==> src/rtl/fifo_pkg.sv <==
// Shared types and helpers for the FIFO write-side framer.
// Latency: n/a (package only).
// Backpressure: n/a (package only).
//
// Contents: framer FSM state enum, default start-of-frame marker,
// and the checksum fold used by the running XOR accumulator.
package fifo_pkg;

   typedef enum logic [1:0] {
      IDLE    = 2'd0,
      PAYLOAD = 2'd1,
      CSUM    = 2'd2,
      DROP    = 2'd3
   } state_e;

   localparam logic [7:0] SOF_DEFAULT = 8'hA5;

   // Widest data path the fold supports; callers zero-extend and truncate.
   localparam int CSUM_MAX_W = 64;

   function automatic logic [CSUM_MAX_W-1:0] csum_fold(
      input logic [CSUM_MAX_W-1:0] acc,
      input logic [CSUM_MAX_W-1:0] din
   );
      return acc ^ din;
   endfunction

endpackage

==> src/rtl/fifo_frame_csum.sv <==
// Running XOR checksum accumulator with synchronous clear and inverted readout.
// Latency: folded value visible the cycle after en; readout is combinational.
// Backpressure: none; the caller only pulses en on accepted beats.
//
// Ports:
//   wr_clk, wr_rst : clock, asynchronous active-high reset
//   clr            : zero the accumulator (wins over en)
//   en             : fold din into the accumulator
//   inv            : present the complemented checksum on csum
//   din            : data beat to fold
//   csum           : current checksum (optionally inverted)
module fifo_frame_csum
   import fifo_pkg::*;
#(
   parameter int WIDTH = 8
) (
   input  logic             wr_clk,
   input  logic             wr_rst,
   input  logic             clr,
   input  logic             en,
   input  logic             inv,
   input  logic [WIDTH-1:0] din,
   output logic [WIDTH-1:0] csum
);

   logic [WIDTH-1:0] acc_q;
   logic [WIDTH-1:0] acc_d;

   always_comb begin
      acc_d = acc_q;
      if (clr) begin
         acc_d = '0;
      end else if (en) begin
         acc_d = WIDTH'(csum_fold(CSUM_MAX_W'(acc_q), CSUM_MAX_W'(din)));
      end
   end

   always_ff @(posedge wr_clk or posedge wr_rst) begin
      if (wr_rst) begin
         acc_q <= '0;
      end else begin
         acc_q <= acc_d;
      end
   end

   assign csum = inv ? ~acc_q : acc_q;

endmodule

==> src/rtl/fifo_wr_framer.sv <==
// Frames an upstream byte stream as SOF, payload, XOR checksum into the async FIFO write port.
// Latency: zero; wr_en/wr_data/in_ready are combinational from state, in_valid and full.
// Backpressure: full stalls the frame in place with no write; in DROP upstream is drained regardless of full.
//
// Ports:
//   wr_clk, wr_rst        : write-domain clock, asynchronous active-high reset
//   in_valid/in_ready     : upstream handshake, beat taken when both high
//   in_data/in_last       : payload beat and end-of-packet marker
//   full                  : FIFO full flag
//   wr_en/wr_data         : FIFO write port
//   frame_cnt             : completed frames, wraps at 2^CNT_W
//   err_overlen           : one-cycle pulse when a packet is truncated at MAX_LEN beats
module fifo_wr_framer
   import fifo_pkg::*;
#(
   parameter int               WIDTH   = 8,
   parameter int               MAX_LEN = 64,
   parameter logic [WIDTH-1:0] SOF     = WIDTH'(SOF_DEFAULT),
   parameter int               CNT_W   = 16
) (
   input  logic             wr_clk,
   input  logic             wr_rst,
   input  logic             in_valid,
   output logic             in_ready,
   input  logic [WIDTH-1:0] in_data,
   input  logic             in_last,
   input  logic             full,
   output logic             wr_en,
   output logic [WIDTH-1:0] wr_data,
   output logic [CNT_W-1:0] frame_cnt,
   output logic             err_overlen
);

   localparam int               LEN_W   = $clog2(MAX_LEN);
   localparam logic [LEN_W-1:0] LEN_MAX = LEN_W'(MAX_LEN - 1);

   state_e           state_q,       state_d;
   logic [LEN_W-1:0] len_q,         len_d;
   logic             trunc_q,       trunc_d;
   logic [CNT_W-1:0] frame_cnt_q,   frame_cnt_d;
   logic             err_overlen_q, err_overlen_d;

   logic             wr_en_c;
   logic             in_ready_c;
   logic [WIDTH-1:0] wr_data_c;
   logic             csum_clr;
   logic             csum_en;
   logic [WIDTH-1:0] csum_out;

   fifo_frame_csum #(
      .WIDTH (WIDTH)
   ) u_csum (
      .wr_clk (wr_clk),
      .wr_rst (wr_rst),
      .clr    (csum_clr),
      .en     (csum_en),
      .inv    (trunc_q),
      .din    (in_data),
      .csum   (csum_out)
   );

   always_comb begin
      state_d       = state_q;
      len_d         = len_q;
      trunc_d       = trunc_q;
      frame_cnt_d   = frame_cnt_q;
      err_overlen_d = 1'b0;
      wr_en_c       = 1'b0;
      in_ready_c    = 1'b0;
      wr_data_c     = SOF;
      csum_clr      = 1'b0;
      csum_en       = 1'b0;

      case (state_q)
         IDLE: begin
            // The SOF write is triggered by the first beat being offered,
            // but that beat itself is only taken once in PAYLOAD.
            wr_data_c = SOF;
            wr_en_c   = in_valid && !full;
            if (wr_en_c) begin
               state_d  = PAYLOAD;
               csum_clr = 1'b1;
               len_d    = '0;
               trunc_d  = 1'b0;
            end
         end

         PAYLOAD: begin
            in_ready_c = !full;
            wr_en_c    = in_valid && !full;
            wr_data_c  = in_data;
            if (wr_en_c) begin
               csum_en = 1'b1;
               // Saturate so len never leaves the 0..MAX_LEN-1 range.
               if (len_q != LEN_MAX) begin
                  len_d = len_q + LEN_W'(1);
               end
               if (in_last) begin
                  state_d = CSUM;
               end else if (len_q == LEN_MAX) begin
                  // MAX_LEN-th beat without last: close the frame early
                  // and discard the rest of the packet afterwards.
                  state_d       = CSUM;
                  trunc_d       = 1'b1;
                  err_overlen_d = 1'b1;
               end
            end
         end

         CSUM: begin
            wr_data_c = csum_out;
            wr_en_c   = !full;
            if (wr_en_c) begin
               frame_cnt_d = frame_cnt_q + CNT_W'(1);
               state_d     = trunc_q ? DROP : IDLE;
               trunc_d     = 1'b0;
            end
         end

         DROP: begin
            // Nothing reaches the FIFO here, so full is irrelevant.
            in_ready_c = 1'b1;
            if (in_valid && in_last) begin
               state_d = IDLE;
            end
         end

         default: begin
            state_d = IDLE;
         end
      endcase
   end

   always_ff @(posedge wr_clk or posedge wr_rst) begin
      if (wr_rst) begin
         state_q       <= IDLE;
         len_q         <= '0;
         trunc_q       <= 1'b0;
         frame_cnt_q   <= '0;
         err_overlen_q <= 1'b0;
      end else begin
         state_q       <= state_d;
         len_q         <= len_d;
         trunc_q       <= trunc_d;
         frame_cnt_q   <= frame_cnt_d;
         err_overlen_q <= err_overlen_d;
      end
   end

   // IDLE decodes wr_en from in_valid, so gate it while reset is held.
   assign wr_en       = wr_en_c && !wr_rst;
   assign in_ready    = in_ready_c;
   assign wr_data     = wr_data_c;
   assign frame_cnt   = frame_cnt_q;
   assign err_overlen = err_overlen_q;

endmodule

==> config.mk <==
export PLATFORM = sky130hd
export DESIGN_NAME = fifo_wr_framer
export DESIGN_NICKNAME = d
export VERILOG_FILES = /design/src/rtl/fifo_pkg.sv /design/src/rtl/fifo_frame_csum.sv /design/src/rtl/fifo_wr_framer.sv
export SDC_FILE = /design/constraint.sdc
export NUM_CORES = 1
export LEC_CHECK = 0
export CAP_MARGIN = 10
export CELL_PAD_IN_SITES_DETAIL_PLACEMENT = 1
export CELL_PAD_IN_SITES_GLOBAL_PLACEMENT = 1
export CORE_UTILIZATION = 41
export CTS_BUF_LIST = sky130_fd_sc_hd__clkbuf_8
export DETAILED_ROUTE_END_ITERATION = 8
export GPL_ROUTABILITY_DRIVEN = 0
export GPL_TIMING_DRIVEN = 0
export PLACE_DENSITY_LB_ADDON = 0.1
export SETUP_SLACK_MARGIN = 0.4
export SLEW_MARGIN = 20
export SYNTH_ARGS = -nofsm -noshare
export SYNTH_HDL_FRONTEND = slang
export SYNTH_HIERARCHICAL = 1
export SYNTH_SLANG_ARGS = --single-unit
==> constraint.sdc <==
create_clock -name wr_clk -period 2.2 [get_ports wr_clk]
set_clock_uncertainty 0.1 [all_clocks]
set_input_delay 0.55 -clock wr_clk [delete_from_list [all_inputs] [get_ports wr_clk]]
set_output_delay 0.55 -clock wr_clk [all_outputs]
set_load 0.03 [all_outputs]
; Word level (Yosys, flattened, before mapping)
; Cells that the tools add are included.
[totals]
ff_bits = 34
in_bits = 13
out_inout_bits = 27
word_cells = 69
[classes]
add_sub_neg = 2
eq_ne = 13
muxes = 31
n_bitwise = 3
reduce_logical = 14
[op_table]
columns = cell, n
row1 = 8-bit 2-to-1 mux, 3
row2 = 6-bit 2-to-1 mux, 3
row3 = "16-bit by 1-bit adder with 16-bit output, second input constant", 1
row4 = 8-bit one-hot mux with 2 select lines, 1
row5 = 2-bit 2-to-1 mux, 7
row6 = "2-bit inequality test, second input constant", 7
row7 = 1-bit 2-to-1 mux, 12
row8 = 6-bit one-hot mux with 2 select lines, 1
row9 = 8-bit NOT, 1
row10 = 2-bit one-hot mux with 4 select lines, 1
row11 = 8-bit bitwise XOR, 1
row12 = "6-bit by 1-bit adder with 6-bit output, second input constant", 1
row13 = "6-bit == test, second input constant", 1
row14 = "6-bit inequality test, second input constant", 1
row15 = 6-bit AND reduction, 1
row16 = 5-bit AND reduction, 1
row17 = "2-bit == test, second input constant", 2
row18 = 1-bit one-hot mux with 2 select lines, 2
row19 = 4-bit AND reduction, 1
row20 = 2-bit nonzero test, 2
row21 = 1-bit logical AND, 3
row22 = "3-bit inequality test, second input constant", 1
row23 = 1-bit one-hot mux with 3 select lines, 1
row24 = 3-bit nonzero test, 1
row25 = other kinds (6), 7

; Depth between registers and ports, before layout
; Gate-level depths: netlist of run 1.
[depth]
depth_word = 6
mapped_depth = 8

; By module
; Netlist of run 1, hierarchy kept.
[by_module_without_submodules]
columns = mod, n_inst, cells_per_inst, area_per_inst_um2, seq_area_each_um2
row1 = fifo_wr_framer, 1, 157, 1514.0, 650.6
row2 = fifo_frame_csum, 1, 45, 485.5, 200.2

; Worst setup path after synthesis of run 1
; Ideal clock, no wire load.
[synth_path]
path_type = input-to-output
from = in in_valid
to = out wr_en
arrival_time_ps = 1745
required_time_ps = 1550
slack_ps = -195
cell_stages = 4
path_cell_list = nor2b_1 buf_2 o21ai_0 a211oi_1
[synth_between]
elab_chain_cells = 3
[synth_lines]
columns = element, line_no
row1 = start: declaration, fifo_wr_framer.sv:23  ; input logic in_valid,
row2 = 1-bit logical AND, "fifo_wr_framer.sv:79, fifo_wr_framer.sv:90"
row3 = 1-bit one-hot mux with 2 select lines, fifo_wr_framer.sv:74  ; case (state_q)
row4 = 1-bit logical AND, fifo_wr_framer.sv:151  ; assign wr_en = wr_en_c && !wr_rst;
row5 = end: declaration, fifo_wr_framer.sv:28  ; output logic wr_en,
; No other way between the ends.

; Final worst setup path of run 1
[layout_path]
from = reg state_q[1]
to = out wr_en
[layout_between]
elab_chain_cells = 4
elab_cells_between_ends = 6
classes_between = 2 x eq/ne / 1 x mux / 3 x reduce/logical
[layout_lines]
columns = element, line_no
row1 = start: declaration, fifo_wr_framer.sv:37  ; state_e state_q, state_d;
row2 = start signal: assignment, fifo_wr_framer.sv:142  ; state_q <= state_d;
row3 = 2-bit by 1-bit == test with 1-bit output / 2-bit logical NOT (equally long branches), fifo_wr_framer.sv:74
row4 = 2-bit OR reduction (no line), n/a
row5 = 1-bit one-hot mux with 2 select lines (*), fifo_wr_framer.sv:74
row6 = 1-bit logical AND (*), fifo_wr_framer.sv:151
; Mark *: on every way between the ends. The rest lies on a longest branch, timed or not.

==> parameters.txt, run 1 <==
Parameter                              Value

Clocking
  Clock Sink Count ... 34
  Root buffer cell ... clkbuf_8
  Clock-pin slew of the registers on the worst-case setup and hold paths ... 0.07 ns
  Number of buffers on the longest clock path ... 2
  TritonCTS buffer count ... 5
  TritonCTS clock tree ... done
  Clock Latency Late Sink ... 0.30 ns
  Number of levels the H-tree was split into ... 2

Routing
  Via count normalized by instance count ... 5.864
  Routed length per placed instance ... 22.78 um
  Remaining design rule violation count ... 0
  Vias ... 1947
  Post-route antenna net violation count ... 0
  Pre-Repair DR Iteration Count ... 4
  Number of design-rule violations left by the first detailed-router iteration ... 102
  Post-Route WL ... 7562 um

Synth
  Number of distinct library cell variants in the gate-level netlist after synthesis ... 45
  Most frequently used flop master after synthesis ... dfrtp_1
  Number of enable-type register cells in the synthesized netlist ... 0
  Sequential-to-total area share from yosys stat ... 42.55%
  Library cell with the largest summed area after synthesis ... dfrtp_1
  Synth Warn # ... 6
  Fraction of registers with async set or reset after synthesis ... 100.0%
  Number of nets produced by synthesis ... 221
  Most area-consuming cells after synthesis ... dfrtp_1 43%, xnor2_1 4.8%, xor2_1 4.8%, nand2_1 4.5%, ha_1 3.8%
  Syn Std Cell Area ... 0.001999 mm2
  Top cell type's share of synthesized area ... 42.55%
  Count of state elements after synthesis ... 34
  Mapped Cells ... 202
  Avg Cell Area, Syn ... 9.898 um2

Power and ir drop
  Power consumption ... 0.004192 W
  Worst IR Drop VDD ... 0.7380 mV
  Leakage ... 1.477 nW
  Power Density ... 1325 mW/mm2

STA
  Min Clock Period, post-route ... 2.317 ns
  Unrepaired setup endpoints after global routing ... true
  Number of max-slew violations in the final report ... 0
  Transition time at the pin with the least slew margin ... 0.5733 ns
  Worst hold slack after final layout ... 0.3707 ns
  Count of final hold-check violations ... 0
  Post-route fraction of the period consumed by the critical path ... 105.3%
  Maximum clock rate ... 431.6 MHz
  Minimum setup slack in the final design ... -0.1168 ns
  Max transition margin ... 61.70%
  Setup violation total in the final timing report ... 10

Die
  Total Die Area ... 0.005160 mm2
  Die Ht ... 71.83 um
  Cell row count ... 25
  Width of the die ... 71.83 um
  Top-Level Pins ... 40
  Initial Util ... 42.61%
  Area of the core ... 0.004692 mm2

GRT
  Leftover overflow at the end of global routing ... 0
  Number of global-route vias before repair ... 1846
  Number of antenna violations at the first check in global routing ... 0
  First-pass GRT wire length ... 9735 um
  Pin count of the biggest net entering global routing ... 27
  All-Layer GR Usage ... 25.18%

Setup path
  Kind of cell with the highest combined delay on the critical path ... flip-flops
  WP buf/inv ... 3
  Worst-path cell chain ... inv_4 -> buf_4 -> ha_4 -> o21ai_4 -> a211oi_4 -> buf_6
  Worst setup path category ... reg2out
  Depth of the worst register-to-register path ... 8
  Critical Path Max Stage Delay ... 0.46 ns
  Max FO, Critical Path ... 4
  Endpoint class of the critical path ... output port
  Critical path required time ... 1.55 ns
  Launching element type of the critical path ... register
  Levels on crit path ... 6
  Crit path DAT ... 1.67 ns
  CP max-delay cell ... dfrtp_2

Placed design
  Hpwl dp ... 3708 um
  Input/output buffers ... 39
  Area post-placement ... 0.002628 mm2

Min path
  Cell depth of the worst hold path ... 1
  Worst min path class ... reg2reg

Layout
  Area occupied by registers ... 855.8 um2
  Number of fill cells in the layout ... 483
  Area grow syn2layout ... 58.20%
  Multi-input combinational cell area ... 0.001297 mm2
  Share of final-layout standard cells stronger than drive strength 1 ... 44.24%
  Antenna cell count ... 0
  Post-layout instance area ... 0.003163 mm2
  Fin nets ... 296

Outcome
  Violations in the final reports ... negative setup slack
  Outcome ... finished with violations

Job
  Count of maximum capacitance violations ... 0
[report_power, final]
group / leakage [nW] / switching, W / internal (W) / total, W
clock: 0.0714 / 0.000259 / 0.000484 / 0.000743
combinational: 0.951 / 0.00122 / 0.00125 / 0.00248
sequential: 0.454 / 0.000195 / 0.000778 / 0.000973
[synthesized netlist by cell type (5+ instances only)]
cell type  count
a21bo_2        6
a21oi_1       14
a22oi_1        8
dfrtp_1       34
ha_1           6
inv_1          9
nand2_1       24
nand3_1        5
nand3b_1       9
nand4_1        5
nor2b_1        7
xnor2_1       11
xor2_1        11
[sequential cells by signal, summed over array words and instances (netlist names)]
name          count
state_q           2
frame_cnt        16
len_q             6
u_csum/acc_q      8
trunc_q           1
err_overlen       1
[cells in the final DEF, fill, tap and decap left out, drive strengths merged, types with 3 or more instances in the layout]
cell | netlist | routed
buf | 7 | 43
dfrtp | 34 | 34
nand2 | 24 | 24
clkbuf | 1 | 15
a21oi | 14 | 14
xnor2 | 12 | 12
xor2 | 11 | 11
clkdlybuf4s50 | 0 | 10
nand3b | 9 | 9
a22oi | 8 | 8
a21bo | 8 | 8
inv | 9 | 8
dlygate4sd2 | 0 | 7
nor2b | 7 | 7
clkdlybuf4s15 | 0 | 7
nand3 | 6 | 6
nor3 | 6 | 6
ha | 6 | 6
nand4 | 5 | 5
nor2 | 4 | 4
and4 | 3 | 3
o21ai | 3 | 3
[path summary, 6_finish.rpt]
| kind | slack (ns) | from | end |
|---|---|---|---|
| setup / recovery | -0.12 | state_q[1] | wr_en |
| hold / removal | 0.37 | frame_cnt[15] | frame_cnt[15] |
| setup reg to reg | 0.18 | state_q[0] | frame_cnt[9] |
| hold reg to reg | 0.37 | frame_cnt[15] | frame_cnt[15] |
| max in group asynchronous | 0.90 | wr_rst | state_q[1] |
| min in group asynchronous | 0.64 | wr_rst | u_csum/acc_q[7] |
[cells by family after synthesis]
logic type,synth area share (%)
and+or+nand+nor,20.59
AOI/OAI and AO/OA,16.96
DFF,42.55
xor gates and xnor gates,10.45
buffers and inverters,4.130
adders and majority gates,3.755
muxes,1.564
[worst register-to-register path: cells and delay by family (launching register included)]
family | cells | cell delay, ns
AND/OR/NAND/NOR | 3 | 0.65
flip-flops | 1 | 0.47
buffers and inverters | 3 | 0.36
adder cells (fa/ha/maj) | 1 | 0.19
XOR/XNOR | 1 | 0.14
[metal layers]
metal | track usage [%] | wire length [um] | part of all wire, %
met1 | 32.97 | 3268 | 43
met2 | 41.93 | 3810 | 50
met3 | 5.345 | 287 | 3.8
met4 | 7.625 | 196 | 2.6
met5 | 0 | 0 | 0
[repair_timing]
action | in CTS | in global routing
hold buffers | 0 | 0
resized for setup | 118 | 31
setup buffers | 12 | 15
endpoints found under the hold margin | 0 | 0
gates cloned | 1 | 1
setup endpoints to repair | 47 | 40
pin swaps | 9 | 19
[per-stage QoR]
stage                     cells  setup WS [ns]  setup TNS, ns  utilization, %
after global placement      295        -0.8949         -5.668           56.00
final                       332        -0.1168        -0.7494           67.41
after CTS                   316       -0.08795        -0.5042           63.28
after detailed placement    295        -0.8701         -6.449           56.00
after global routing        332        -0.1699         -1.276           67.41
after floorplan             202         0.2960              0               -
[area by class of cell]
type                       instances  area share (%)
buffer                             8           3.362
clock buffer                       6           2.611
clock inverter                     2           1.899
inverter                           9           1.345
multi-input combinational        151           41.02
sequential                        34           27.06
tap                               54           2.136
timing repair buffer              68           20.57
Note: power is estimated with default switching activity, not from simulation.
==> run 2, diff against run 1 <==
Settings changed: CELL_PAD_IN_SITES_DETAIL_PLACEMENT 1 to 0.
==> run 2 against run 1 <==
Net effect: the flow still finishes with violations (negative setup slack); clock-buffer cell count unchanged; critical path type unchanged; sequential power shrank 3.2%; clock power fell by 33%; core utilization down 5.6 points.
==> parameters.txt, run 2 (synthesized netlist as in run 1, its figures left out) <==
Parameter                              Value

STA
  Count of final hold-check violations ... 0 (unchanged)
  Sum Neg Setup Slack ... -0.3035 ns (was -0.7494 ns)
  Minimum setup slack in the final design ... -0.04917 ns (was -0.1168 ns)
  Transition time at the pin with the least slew margin ... 0.5877 ns (was 0.5733 ns)
  Number of max-slew violations in the final report ... 0 (unchanged)
  Min Clock Period, post-route ... 2.249 ns (was 2.317 ns)
  Post-route fraction of the period consumed by the critical path ... 102.2% (was 105.3%)
  Setup violation total in the final timing report ... 9 (was 10)
  Unrepaired setup endpoints after global routing ... true (unchanged)
  Max transition margin ... 60.74% (was 61.70%)
  Maximum clock rate ... 444.6 MHz (was 431.6 MHz)

Min path
  Start point of the worst min-delay path ... frame_cnt[15] (unchanged)
  End of the worst hold path ... frame_cnt[15] (unchanged)
  Cell depth of the worst hold path ... 1 (unchanged)
  Worst min path class ... reg2reg (unchanged)

Setup path
  Launching point of the worst reg2reg path ... state_q[0] (unchanged)
  Endpoint class of the critical path ... output port (unchanged)
  Crit path DAT ... 1.60 ns (was 1.67 ns)
  Max FO, Critical Path ... 5 (was 4)
  Origin of the worst setup path ... state_q[1] (unchanged)
  Worst setup path category ... reg2out (unchanged)
  Critical path required time ... 1.55 ns (about the same)
  Destination of the worst register-to-register timing path ... frame_cnt[9] (unchanged)
  Launching element type of the critical path ... register (unchanged)
  Depth of the worst register-to-register path ... 7 (was 8)
  Worst-case register-to-register setup slack ... 0.32 ns (was 0.18 ns)

Clocking
  TritonCTS clock tree ... done (unchanged)
  Clock Latency Late Sink ... 0.29 ns (was 0.30 ns)
  TritonCTS buffer count ... 5 (unchanged)
  Number of levels the H-tree was split into ... 2 (unchanged)
  Clock Sink Count ... 34 (unchanged)
  Clock-pin slew of the registers on the worst-case setup and hold paths ... 0.07 ns (about the same)
  Root buffer cell ... clkbuf_8 (unchanged)
  Number of buffers on the longest clock path ... 2 (unchanged)

Power and ir drop
  Leakage ... 1.366 nW (was 1.477 nW)
  Worst IR Drop VDD ... 0.8604 mV (was 0.7380 mV)
  Power Density ... 1197 mW/mm2 (was 1325 mW/mm2)

GRT
  Number of antenna violations at the first check in global routing ... 0 (unchanged)
  First-pass GRT wire length ... 7969 um (was 9735 um)
  All-Layer GR Usage ... 20.28% (was 25.18%)
  Pin count of the biggest net entering global routing ... 27 (unchanged)
  Number of global-route vias before repair ... 1619 (was 1846)
  Leftover overflow at the end of global routing ... 0 (unchanged)

Routing
  Vias ... 1689 (was 1947)
  Pre-Repair DR Iteration Count ... 4 (unchanged)
  Post-Route WL ... 4743 um (was 7562 um)
  Remaining design rule violation count ... 0 (unchanged)
  Number of design-rule violations left by the first detailed-router iteration ... 124 (was 102)
  Routed length per placed instance ... 15.01 um (was 22.78 um)
  Via count normalized by instance count ... 5.345 (was 5.864)
  Post-route antenna net violation count ... 0 (unchanged)

Outcome
  Outcome ... finished with violations (unchanged)
  Violations in the final reports ... negative setup slack (unchanged)

Layout
  Area occupied by registers ... 853.3 um2 (was 855.8 um2)
  Multi-input combinational cell area ... 0.001240 mm2 (was 0.001297 mm2)
  Area grow syn2layout ... 44.99% (was 58.20%)
  Max FFs per register ... 16 (unchanged)
  Antenna cell count ... 0 (unchanged)
  Fin nets ... 280 (was 296)
  Number of fill cells in the layout ... 392 (was 483)
  Commonest non-fill, non-tap cells in the layout ... 32 x dfrtp_1, 20 x nand2_1, 14 x a21oi_1, 14 x buf_6, 12 x dlygate4sd2_1 (was 30 x dfrtp_1, 25 x buf_4, 17 x nand2_1, 12 x buf_6, 11 x xor2_1)
  Post-layout instance area ... 0.002899 mm2 (was 0.003163 mm2)
  Share of final-layout standard cells stronger than drive strength 1 ... 32.82% (was 44.24%)
  Leading cell type in the layout, fill and taps excluded ... dfrtp_1 (unchanged)

Job
  Count of maximum capacitance violations ... 0 (unchanged)

Placed design
  Input/output buffers ... 39 (unchanged)
  Pre-CTS setup slack ... -0.8711 ns (was -0.8701 ns)
  Hpwl dp ... 3189 um (was 3708 um)
  Area post-placement ... 0.002628 mm2 (unchanged)

Die
  Top-Level Pins ... 40 (unchanged)
  Total Die Area ... 0.005160 mm2 (unchanged)
  Width of the die ... 71.83 um (unchanged)
  Cell row count ... 25 (unchanged)
  Area of the core ... 0.004692 mm2 (unchanged)
  Initial Util ... 42.61% (unchanged)
  Die Ht ... 71.83 um (unchanged)
[run 2: changes by cell type in the layout (fill, tap and decap cells not counted), sizes merged]
cell / previous run / this run
clkdlybuf4s15: 7 / 4
clkbuf: 15 / 12
buf: 43 / 28
bufinv: 2 / 0
clkinv: 0 / 1
clkinvlp: 1 / 2
dlygate4sd2: 7 / 12
[run 2: per-stage QoR]
step	hold WS (ns)	utilization, %	std cells	total power, W
2_1_floorplan	0.2657	-	202	0.002208
3_3_place_gp	0.3600	56.00	295	0.002702
3_5_place_dp	0.3646	56.00	295	0.002704
4_1_cts	0.3746	59.97	310	0.003384
5_1_grt	0.3919	61.79	316	0.003674
6_report	0.3693	61.79	316	0.003471
[run 2: how the worst max path moves through the flow]
stage                 end  slack (ns)
2_1_floorplan       wr_en        0.30
3_3_place_gp        wr_en       -0.89
3_5_place_dp        wr_en       -0.87
4_1_cts        wr_data[6]       -0.08
5_1_grt        wr_data[2]       -0.11
6_report       wr_data[6]       -0.05
[run 2: report_power, final]
group | switching (W) | internal, W | leakage [nW]
Sequential | 0.000166 | 0.000776 | 0.457
Combinational | 0.000998 | 0.00104 | 0.862
Clock | 0.000243 | 0.000252 | 0.0472
[run 2: per-layer routing]
layer | vias up | global-route usage (%) | share of wire, %
met5 | - | 0 | 0
met4 | 0 | 8.932 | 1.4
li1 | 835 | - | -
met3 | 7 | 2.954 | 3.2
met1 | 813 | 28.70 | 49
met2 | 34 | 30.92 | 46
[run 2: timing repair]
action | 4_1_cts | 5_1_grt
hold buffers | 0 | 0
pin swaps | 4 | 15
gates cloned | 1 | 0
gates resized for setup | 103 | 17
endpoints found under the setup margin | 47 | 36
buffers inserted | 6 | 6
hold endpoints to repair | 0 | 0
[run 2: cell type report]
class | count | share of cell area, %
Multi-Input combinational cell | 151 | 42.77
Sequential cell | 34 | 29.43
Timing Repair Buffer | 52 | 17.18
Buffer | 8 | 3.539
Clock buffer | 6 | 2.849
Tap cell | 54 | 2.331
Inverter | 9 | 1.467
Clock inverter | 2 | 0.4316
[run 2: critical path, cell delays in order (launching register included)]
cell and delay [ns]:
dfrtp_2 0.44, buf_6 0.13, ha_4 0.18, clkbuf_16 0.16, a22oi_2 0.19, nor2b_4 0.06
buf_6 0.13
==> run 3, diff against run 2 <==
--- a/config.mk
+++ b/config.mk
@@ -14,4 +14,5 @@
 export GPL_ROUTABILITY_DRIVEN = 0
 export GPL_TIMING_DRIVEN = 0
+export HOLD_SLACK_MARGIN = 0.02
 export PLACE_DENSITY_LB_ADDON = 0.1
 export SETUP_SLACK_MARGIN = 0.4
--- a/constraint.sdc
+++ b/constraint.sdc
@@ -3,3 +3,3 @@
 set_input_delay 0.55 -clock wr_clk [delete_from_list [all_inputs] [get_ports wr_clk]]
 set_output_delay 0.55 -clock wr_clk [all_outputs]
-set_load 0.03 [all_outputs]
+set_load 0.01 [all_outputs]
==> run 3 against run 2 <==
Net effect: die area is the same; critical path type unchanged; total power is 13% lower; sequential power is 4.1% lower; first-iteration DRC count shrank 52%; register-to-register slack improved by 0.05 ns; cell area shrank 1.9%; sequential cell count did not move; the flow now finishes without violations; clock power is 3% lower; non-clock buffer count rose by 6; critical path depth up 1; core utilization shrank 1.2 points.
==> parameters.txt, run 3 (synthesized netlist as in run 1, its figures left out) <==
Parameter                              Value

Outcome
  Outcome ... complete, no violations (was finished with violations)

Power and ir drop
  Combinational group share of total power ... 54.1% (was 58.6%)
  Leakage ... 1.394 nW (was 1.366 nW)
  Worst IR Drop VDD ... 0.8513 mV (was 0.8604 mV)
  Power Density ... 1060 mW/mm2 (was 1197 mW/mm2)
  Switching pwr ... 0.001125 W (was 0.001407 W)
  Flop pwr share ... 30.0% (was 27.2%)
  Share of total power consumed by net switching ... 37.33% (was 40.53%)
  Clock power share ... 15.9% (was 14.3%)
  Cell internal power dissipation ... 0.001889 W (was 0.002064 W)

Setup path
  Launching point of the worst reg2reg path ... state_q[0] (unchanged)
  Crit path DAT ... 1.53 ns (was 1.60 ns)
  Worst-case register-to-register setup slack ... 0.37 ns (was 0.32 ns)
  Launching element type of the critical path ... register (unchanged)
  Depth of the worst register-to-register path ... 6 (was 7)
  Max FO, Critical Path ... 8 (was 5)
  Origin of the worst setup path ... state_q[1] (unchanged)
  Endpoint class of the critical path ... output port (unchanged)
  Destination of the worst register-to-register timing path ... frame_cnt[9] (unchanged)
  Worst setup path category ... reg2out (unchanged)
  Critical path required time ... 1.55 ns (about the same)

Die
  Total Die Area ... 0.005160 mm2 (unchanged)
  Initial Util ... 42.61% (unchanged)
  Top-Level Pins ... 40 (unchanged)
  Die Ht ... 71.83 um (unchanged)
  Area of the core ... 0.004692 mm2 (unchanged)
  Width of the die ... 71.83 um (unchanged)
  Cell row count ... 25 (unchanged)

STA
  Sum Neg Setup Slack ... 0 ns (was -0.3035 ns)
  Unrepaired setup endpoints after global routing ... true (unchanged)
  Number of max-slew violations in the final report ... 0 (unchanged)
  Maximum clock rate ... 457.8 MHz (was 444.6 MHz)
  Setup violation total in the final timing report ... 0 (was 9)
  Max transition margin ... 35.60% (was 60.74%)
  Minimum setup slack in the final design ... 0.01586 ns (was -0.04917 ns)
  Post-route fraction of the period consumed by the critical path ... 99.28% (was 102.2%)
  Count of final hold-check violations ... 0 (unchanged)
  Min Clock Period, post-route ... 2.184 ns (was 2.249 ns)
  Transition time at the pin with the least slew margin ... 0.9600 ns (was 0.5877 ns)
  Worst hold slack after final layout ... 0.3652 ns (was 0.3693 ns)

Clocking
  Root buffer cell ... clkbuf_8 (unchanged)
  TritonCTS buffer count ... 5 (unchanged)
  Number of levels the H-tree was split into ... 2 (unchanged)
  Clock Latency Late Sink ... 0.28 ns (was 0.29 ns)
  TritonCTS clock tree ... done (unchanged)
  Hold Buf Count CTS ... 0 (unchanged)
  Number of buffers on the longest clock path ... 2 (unchanged)
  Clock Sink Count ... 34 (unchanged)
  Clock-pin slew of the registers on the worst-case setup and hold paths ... 0.07 ns (about the same)

Layout
  Commonest non-fill, non-tap cells in the layout ... 32 x dfrtp_1, 22 x nand2_1, 18 x buf_4, 16 x dlygate4sd2_1, 12 x a21oi_1 (was 32 x dfrtp_1, 20 x nand2_1, 14 x a21oi_1, 14 x buf_6, 12 x dlygate4sd2_1)
  Max FFs per register ... 16 (unchanged)
  Antenna cell count ... 0 (unchanged)
  Fin cells ... 322 (was 316)
  Fin nets ... 286 (was 280)
  Area grow syn2layout ... 42.18% (was 44.99%)
  Number of fill cells in the layout ... 436 (was 392)
  Leading cell type in the layout, fill and taps excluded ... dfrtp_1 (unchanged)
  Share of final-layout standard cells stronger than drive strength 1 ... 32.84% (was 32.82%)

Placed design
  Hpwl dp ... 3181 um (was 3189 um)
  Number of cells after detailed placement ... 295 (unchanged)
  Pre-CTS setup slack ... -0.7630 ns (was -0.8711 ns)
  Input/output buffers ... 39 (unchanged)

GRT
  All-Layer GR Usage ... 20.01% (was 20.28%)
  Number of antenna violations at the first check in global routing ... 0 (unchanged)
  Pin count of the biggest net entering global routing ... 27 (unchanged)
  First-pass GRT wire length ... 7976 um (was 7969 um)
  Number of global-route vias before repair ... 1675 (was 1619)
  Leftover overflow at the end of global routing ... 0 (unchanged)

Routing
  Routed length per placed instance ... 15.08 um (was 15.01 um)
  Remaining design rule violation count ... 0 (unchanged)
  Post-route antenna net violation count ... 0 (unchanged)
  Vias ... 1743 (was 1689)
  Number of design-rule violations left by the first detailed-router iteration ... 60 (was 124)
  Post-Route WL ... 4855 um (was 4743 um)
  Pre-Repair DR Iteration Count ... 4 (unchanged)
  Via count normalized by instance count ... 5.413 (was 5.345)

Min path
  Worst min path class ... reg2reg (unchanged)
  End of the worst hold path ... frame_cnt[15] (unchanged)
  Cell depth of the worst hold path ... 1 (unchanged)
  Start point of the worst min-delay path ... frame_cnt[15] (unchanged)

Job
  Count of maximum capacitance violations ... 0 (unchanged)
-- run 3: changes by cell type in the layout (fill, tap and decap cells not counted), sizes merged --
cell | previous run | this run
buf | 28 | 35
dlygate4sd2 | 12 | 16
clkbuf | 12 | 9
clkdlybuf4s15 | 4 | 1
clkinv | 1 | 2
clkinvlp | 2 | 1
dlymetal6s2s | 0 | 1
-- run 3: power groups by stage --
stage	Sequential [W]	Clock, W	Combinational (W)
2_1_floorplan	0.000927	0	0.000835
3_3_place_gp	0.000938	0	0.00131
3_5_place_dp	0.000940	0	0.00132
4_1_cts	0.000896	0.000493	0.00147
5_1_grt	0.000925	0.000532	0.00177
6_report	0.000903	0.000480	0.00163
-- run 3: worst max-delay path by stage --
stage	end	slack, ns	depth (start not counted)
finish	wr_data[7]	0.02	7
global route	wr_data[7]	-0.06	7
CTS	wr_data[7]	0.03	7
detailed placement	wr_en	-0.76	6
global placement	wr_en	-0.79	6
floorplan	wr_en	0.38	4
-- run 3: per-layer routing --
layer,GRT usage [%],vias to the layer above,share of wire [%]
met3,3.938,2,3.9
met4,3.268,0,0.41
met1,27.12,858,45
li1,-,844,-
met5,0,-,0
met2,33.75,39,50
-- run 3: worst max-delay path, stage by stage, from the launching register on --
cell,delay (ns)
dfrtp_1,0.38
inv_2,0.08
ha_4,0.18
buf_8,0.12
buf_8,0.13
a22oi_2,0.14
nand2_1,0.08
buf_2,0.14
-- run 3: layout make-up --
class	count	area, um2	area share (%)
multi-input cells	151	1210	42.56
flip-flops and latches	34	853.3	30.02
repair buffers	58	481.7	16.95
plain buffers	8	101.3	3.565
clock buffers	6	82.58	2.905
well taps	54	67.56	2.377
inverters	9	33.78	1.188
clock inverters	2	12.51	0.4401
-- run 3: what timing repair did --
action,4_1_cts,5_1_grt
resized for setup,78,24
buffers inserted,16,3
pin swaps,4,8
setup endpoints to repair,46,29
-- run 3: stage by stage --
stage	power (W)	area [um2]	utilization [%]
final	0.003014	2843	60.59
after global routing	0.003228	2843	60.59
after CTS	0.002861	2738	58.35
after detailed placement	0.002258	2511	53.52
after global placement	0.002251	2511	53.52
after floorplan	0.001762	2053	-
